==> src/rtl/mem_port_arbiter.sv <==
// Shares one single-ported, variable-latency memory between instruction fetch and load/store.
// One outstanding transaction, round-robin on contention, sticky watchdog on stalled responses.
module mem_port_arbiter #(
  parameter int unsigned ADDR_W  = 32,
  parameter int unsigned DATA_W  = 32,
  parameter int unsigned TIMEOUT = 64
) (
  input  logic              clk_i,
  input  logic              rst_i,
  input  logic              i_req_i,
  input  logic [ADDR_W-1:0] i_addr_i,
  output logic              ihit_o,
  output logic [DATA_W-1:0] instr_o,
  input  logic              d_req_i,
  input  logic              d_we_i,
  input  logic [ADDR_W-1:0] d_addr_i,
  input  logic [DATA_W-1:0] d_wdata_i,
  output logic              dhit_o,
  output logic [DATA_W-1:0] d_rdata_o,
  output logic              mem_req_o,
  output logic              mem_we_o,
  output logic [ADDR_W-1:0] mem_addr_o,
  output logic [DATA_W-1:0] mem_wdata_o,
  input  logic              mem_ready_i,
  input  logic [DATA_W-1:0] mem_rdata_i,
  output logic              err_o
);

  localparam int unsigned CntW = $clog2(TIMEOUT + 1);
  localparam logic [CntW-1:0] CntMax  = CntW'(TIMEOUT);
  localparam logic [CntW-1:0] CntLast = CntW'(TIMEOUT - 1);

  typedef enum logic [1:0] {StIdle, StIBusy, StDBusy} state_e;

  state_e            state_q, state_d;
  logic              last_d_q;  // 1 when the most recent grant went to the data side
  logic [CntW-1:0]   wait_q;
  logic              err_q;
  logic              mem_req_q, mem_we_q;
  logic [ADDR_W-1:0] mem_addr_q;
  logic [DATA_W-1:0] mem_wdata_q;
  logic              grant_i, grant_d;

  // Round-robin: on contention the side that did not win last time is granted.
  always_comb begin
    grant_i = i_req_i & (~d_req_i | last_d_q);
    grant_d = d_req_i & (~i_req_i | ~last_d_q);
  end

  always_ff @(posedge clk_i) begin
    if (rst_i) begin
      state_q <= StIdle;
    end else begin
      state_q <= state_d;
    end
  end

  always_comb begin
    state_d = state_q;
    unique case (state_q)
      StIdle: begin
        if (grant_i) begin
          state_d = StIBusy;
        end else if (grant_d) begin
          state_d = StDBusy;
        end
      end
      StIBusy, StDBusy: begin
        if (mem_ready_i) begin
          state_d = StIdle;
        end
      end
      default: state_d = StIdle;
    endcase
  end

  always_comb begin
    ihit_o = 1'b0;
    dhit_o = 1'b0;
    unique case (state_q)
      StIBusy: ihit_o = mem_ready_i;
      StDBusy: dhit_o = mem_ready_i;
      default: ;
    endcase
  end

  always_ff @(posedge clk_i) begin
    if (rst_i) begin
      mem_req_q   <= 1'b0;
      mem_we_q    <= 1'b0;
      mem_addr_q  <= '0;
      mem_wdata_q <= '0;
      last_d_q    <= 1'b1;
      wait_q      <= '0;
      err_q       <= 1'b0;
    end else if (state_q == StIdle) begin
      if (grant_i) begin
        mem_req_q   <= 1'b1;
        mem_we_q    <= 1'b0;
        mem_addr_q  <= i_addr_i;
        mem_wdata_q <= '0;
        last_d_q    <= 1'b0;
        wait_q      <= '0;
      end else if (grant_d) begin
        mem_req_q   <= 1'b1;
        mem_we_q    <= d_we_i;
        mem_addr_q  <= d_addr_i;
        mem_wdata_q <= d_wdata_i;
        last_d_q    <= 1'b1;
        wait_q      <= '0;
      end
    end else if (mem_ready_i) begin
      mem_req_q <= 1'b0;
    end else begin
      if (wait_q != CntMax) begin
        wait_q <= wait_q + 1'b1;
      end
      // This stalled cycle is the TIMEOUT-th one; the transaction keeps waiting.
      if (wait_q >= CntLast) begin
        err_q <= 1'b1;
      end
    end
  end

  assign mem_req_o   = mem_req_q;
  assign mem_we_o    = mem_we_q;
  assign mem_addr_o  = mem_addr_q;
  assign mem_wdata_o = mem_wdata_q;
  assign err_o       = err_q;
  assign instr_o     = mem_rdata_i;
  assign d_rdata_o   = mem_rdata_i;

endmodule

==> config.mk <==
export PLATFORM = sky130hd
export DESIGN_NAME = mem_port_arbiter
export DESIGN_NICKNAME = d
export VERILOG_FILES = /design/src/rtl/mem_port_arbiter.sv
export SDC_FILE = /design/constraint.sdc
export NUM_CORES = 1
export LEC_CHECK = 0
export BUFFER_PORTS_ARGS = -buffer_cell sky130_fd_sc_hd__buf_4
export CAP_MARGIN = 20
export CORE_AREA = 2 2 105 107
export CTS_BUF_LIST = sky130_fd_sc_hd__clkbuf_8
export DETAILED_ROUTE_END_ITERATION = 7
export DIE_AREA = 0 0 107 109
export PLACE_DENSITY = 0.72
export SYNTH_ARGS = -nofsm -noshare
export SYNTH_HDL_FRONTEND = slang
export SYNTH_SLANG_ARGS = --single-unit
==> constraint.sdc <==
create_clock -name clk_i -period 3.8 [get_ports clk_i]
set_input_delay 0.19 -clock clk_i [delete_from_list [all_inputs] [get_ports clk_i]]
set_output_delay 0.19 -clock clk_i [all_outputs]
set_load 0.05 [all_outputs]
# Word level (Yosys, flattened, before mapping)
# Cells that the tools add are included.
dict set report classes {
  n_mux 22
  bitwise 9
  n_reduce_logical 10
  n_lt_le_gt_ge 1
  n_eq_ne 6
  addsub 1
}
# operator n
set op_table {}
lappend op_table {{$mux 32} 4}
lappend op_table {{$mux 7} 5}
lappend op_table {{$mux 1} 9}
lappend op_table {{$add 7x1->7 const B} 1}
lappend op_table {{$ge 7x6->1 const B} 1}
lappend op_table {{$ne 7x7->1 const B} 1}
lappend op_table {{$mux 2} 3}
lappend op_table {{$reduce_and 2->1} 3}
lappend op_table {{$reduce_and 3->1} 2}
lappend op_table {{$reduce_bool 2->1} 3}
lappend op_table {{$not 1->1} 5}
lappend op_table {{$pmux 2 s2} 1}
lappend op_table {{$ne 3x3->1 const B} 1}
lappend op_table {{$and 1x1->1} 2}
lappend op_table {{$eq 2x1->1 const B} 1}
lappend op_table {{$eq 2x2->1 const B} 1}
lappend op_table {{$logic_not 2->1} 1}
lappend op_table {{$ne 2x1->1 const B} 1}
lappend op_table {{$ne 2x2->1 const B} 1}
lappend op_table {{$or 1x1->1} 2}
lappend op_table {{$reduce_or 2->1} 1}
dict set report totals {
  output_inout_bits 133
  regBits 77
  input_bits 134
  wordCells 57
}

# Depth between registers and ports, before layout
dict set report depth {
  depth_word 6
  ltp_mapped 8
  ltp_nobuf 6
}

# Least setup slack after synthesis
# OpenSTA, ideal clock, no wires.
dict set report synth_path {
  path_type {register -> register}
  startpoint {register state_q[1]}
  endpoint {register mem_wdata_q[0] (netlist: mem_wdata_o[0])}
  path_slack_ns 2.084
  period_less_slack_ns 1.716
  setup_ns 0.066
  arrival_time_ns 1.650
  t_required_ns 3.734
  n_path_buf 2
  path_stages_with_launch 9
  cell_sequence {dfxtp_1 > inv_1 > ha_1 > clkbuf_1 > inv_1 > nor2_1 > clkbuf_1 > a22oi_1 > nor2_1}
}
dict set report synth_via {
  elab_chain_len 2
}
# item line_no
set synth_rtl {}
lappend synth_rtl {{start: declaration} 35} ;# state_e state_q, state_d;
lappend synth_rtl {{start signal: assignment} 52} ;# state_q <= StIdle;
lappend synth_rtl {{start signal: assignment} 54} ;# state_q <= state_d;
lappend synth_rtl {{$logic_not 2->1} 96} ;# end else if (state_q == StIdle) begin
lappend synth_rtl {{$reduce_and 2->1 (no source line)} -}
lappend synth_rtl {{end signal: assignment} 108} ;# mem_wdata_q <= d_wdata_i;
lappend synth_rtl {{end: declaration} 41} ;# logic [DATA_W-1:0] mem_wdata_q;
# Every way passes these cells.
# A chain may end at the register's enable or synchronous reset.

# Worst setup path in the final report
dict set report layout_path {
  startpoint {register last_d_q}
  endpoint {register mem_addr_q[21] (netlist: mem_addr_o[21])}
}
dict set report layout_via {
  elab_chain_len 5
  elab_cells_between_ends 8
  classes_between {1 x mux; 5 x bitwise; 2 x reduce/logical}
}
# item line_no
set layout_rtl {}
lappend layout_rtl {{start: declaration} 36} ;# logic last_d_q;
lappend layout_rtl {{start signal: assignment} 93} ;# last_d_q <= 1'b1;
lappend layout_rtl {{start signal: assignment} 102} ;# last_d_q <= 1'b0;
lappend layout_rtl {{start signal: assignment} 109} ;# last_d_q <= 1'b1;
lappend layout_rtl {{$not 1->1} 47} ;# grant_d = d_req_i & (~i_req_i | ~last_d_q);
lappend layout_rtl {{$or 1x1->1} 47}
lappend layout_rtl {{$and 1x1->1} 47}
lappend layout_rtl {{$reduce_bool 2->1 (no source line)} -}
lappend layout_rtl {{$reduce_and 2->1 (no source line)} -}
lappend layout_rtl {{end signal: assignment} 100} ;# mem_addr_q <= i_addr_i;
lappend layout_rtl {{end signal: assignment} 107} ;# mem_addr_q <= d_addr_i;
lappend layout_rtl {{end: declaration} 40} ;# logic [ADDR_W-1:0] mem_addr_q;
# Parallel ways exist; a longest one is shown, timed or not.

==> results.md <==
* # fillers at roughly 1k
* XOR/XNOR Fraction of Synth Area at 0.00241
* Compound-cell area share of the yosys netlist at 0.182
* First-pass GRT wire length at ~13 mm
* First DRT Iteration DRCs at 112
* I/O Buffers at 170
* Via density at 4.83
* Die Ht at 109 µm
* Worst path arrival time at roughly 2.2 ns
* Most frequent cells in the layout: buf_4 (172), dfxtp_1 (77), nor2_1 (71), a22oi_1 (34)
* # H-tree levels at 3
* Residual DRC at 0
* Total Routed Length at 8.36 mm
* Post-route antenna net violation count at 0
* Main combinational cell family by area after synthesis: compound AO/OA/AOI/OAI gates
* Hold-fix buffers at CTS at 0
* Yosys reg bits at a little under 80
* Worst setup SP type: flip-flop
* Hold Crit Class: in2reg
* Clock slew at reported path FFs at approximately 0.080 ns
* Root buffer cell: clkbuf_8
* Adder-cell share of the synthesized area at 0.0172
* Multi-input logic area at 1470 µm²
* Power density cells at 495 nW/µm²
* Fin. Hold Viols at 0
* Initial Util at 0.343
* Avg WL per Cell at 13.1 µm
* Relative slew slack at 0.275
* Num ports at about 270
* CP max FO at 27
* Worst skew pair latency at 0.34 ns
* Grt total ovfl at 0
* Worst slack at placement at 1.51 ns
* RSZ-0062 raised after global routing: no
* Final TNS setup at 0 ns
* WP data required at 3.99 ns
* Maximum vdd ir drop at between 200 and 250 µV
* Crit end category: flip-flop
* Multiplexer share of the synthesized area at 0.0908
* Clock Skews at 0.00546 ns
* Largest net degree at the start of global routing at 79
* GRT Total Usage at 0.138
* Slew Limit Fails at 0
* Sequential share of the synthesized area at 0.424
* Tmin final at roughly 2 ns
* Clk sink count at 77
* Mapped Nets at between 500 and 600
* Setup violations, final at 0
* Die Width at 107 µm
* Die Area at ~12000 µm²
* Final worst slack at 1.80 ns
* FP Rows at 38
* Vias in the first global route at 2928
* Antenna violations before repair at 0
* Kind of critical path: reg2reg
* Mapped cell area at approximately 3600 µm²
* Synthesis Warnings at 0
* Fmax achieved at 0.499 GHz
* LEAKAGE at roughly 2.2 nW
* Measured slew at the worst slew-check pin at 1.08 ns
* CTS Buf Count at 9
* Setup bufs post-CTS at 0
* Post_cts resized at 0
* Antenna diode count at 0
* Cell count after synthesis at 402
* Storage element area at 1540 µm²
* Placer congestion estimate at between 0.7 and 0.8
* MaxCap Viol Count at 0
* DP HPWL at 5.96 mm
* TritonCTS clock tree: yes
* Final #Nets at 634
* Layout cells sized above 1 at 0.392
* Core area at 10600 µm²
* Commonest non-fill, non-tap cell in the layout: buf_4
* Area growth syn-to-layout at 31.9%
* Synth cell types at 38
* Fin crit share at 0.527
* DR vias at between 3k and 4k
* Deepest clock path buffer count at 2
* Post-Synth Simple-Gate Area at 0.107
* Status: completed
* Syn Area/Cell at 9.04 µm²
* TritonRoute pass-1 iters at 4
-- metal layers --
layer  part of all wire  wire length [µm]  vias up  global-route usage
li1                   -                 -     1533                   -
met1               0.41              3440     1388               0.145
met2               0.47              3920      146               0.244
met3              0.097               810       24              0.0526
met4              0.023               190        0              0.0686
met5                  0                 0        -                   0
-- metrics by stage --
stage / hold slack [ns] / power (mW) / utilization / cell area (µm²) / cells
finish: 0.0896 / 2.38 / 0.452 / 4800 / 640
global route: 0.0724 / 2.50 / 0.452 / 4800 / 640
CTS: 0.0669 / 2.40 / 0.451 / 4780 / 639
detailed placement: 0.381 / 1.71 / 0.429 / 4550 / 623
global placement: 0.381 / 1.68 / 0.427 / 4520 / 622
floorplan: 0.338 / 1.62 / - / 3640 / 402
-- cell type report --
class | instances | share of cell area
well taps | 140 | 0.0365
clock buffers | 11 | 0.0316
multi-input cells | 222 | 0.307
clock inverters | 5 | 0.0156
flip-flops and latches | 77 | 0.321
inverters | 11 | 0.00861
repair buffers | 174 | 0.279
-- critical path, stage by stage (launching register included) --
cell and delay [ns]:
dfxtp_1 0.36, o21ai_4 0.86, buf_4 0.31, mux2i_1 0.22
a211oi_1 0.09
-- synth_stat cells --
cell type	count	area share
xor2_1	1	0.0024
dfxtp_1	77	0.42
o311ai_0	1	0.0024
inv_1	11	0.011
and3_1	1	0.0017
clkbuf_1	21	0.022
nand2_1	2	0.0021
o22ai_1	1	0.0017
a211oi_1	33	0.068
nand4_1	2	0.0034
nand3_1	2	0.0028
nand2b_1	1	0.0017
o21ai_0	4	0.0055
nor2b_1	2	0.0034
nor4_1	1	0.0017
a311o_2	1	0.0031
ha_1	5	0.017
buf_4	67	0.14
a31oi_1	2	0.0034
nand4b_1	1	0.0024
o32a_1	1	0.0028
nor3_1	1	0.0014
a21bo_2	1	0.0028
a21oi_1	9	0.012
a31o_2	1	0.0024
nor2_1	72	0.074
buf_1	3	0.0031
mux2i_1	33	0.091
or3b_2	1	0.0024
and2_1	2	0.0034
buf_2	1	0.0014
o21a_1	1	0.0021
or4_1	2	0.0041
o21bai_1	1	0.0021
nor4b_1	1	0.0024
o31ai_1	1	0.0021
o21ai_1	1	0.0014
a22oi_1	34	0.070
-- state kept, by name (all words and copies together) (netlist names) --
| name | flops |
|---|---|
| mem_wdata_o | 32 |
| mem_req_o | 1 |
| wait_q | 7 |
| err_o | 1 |
| last_d_q | 1 |
| state_q | 2 |
| mem_we_o | 1 |
| mem_addr_o | 32 |
-- power breakdown --
part,internal (mW),switching [mW],total (mW)
registers,0.887,0.0446,0.932
logic,0.271,0.487,0.758
clock network,0.401,0.284,0.686
total,1.56,0.816,2.38
-- kinds of logic after synthesis --
logic type | after synthesis
AOI/OAI and AO/OA | 92
and+or+nand+nor | 91
xor gates and xnor gates | 1
adders and majority gates | 5
muxes | 33
DFF | 77
buffers and inverters | 103
-- worst paths after layout --
path                                    start               to  slack [ns]  cells past startpoint
worst max-delay path                 last_d_q   mem_addr_o[21]        1.80                      4
worst min register to register          err_o            err_o        0.48                      2
worst max register to register       last_d_q   mem_addr_o[21]        1.80                      4
worst min-delay path            d_wdata_i[24]  mem_wdata_o[24]        0.09                      3
(Power assumes the default switching activity.)
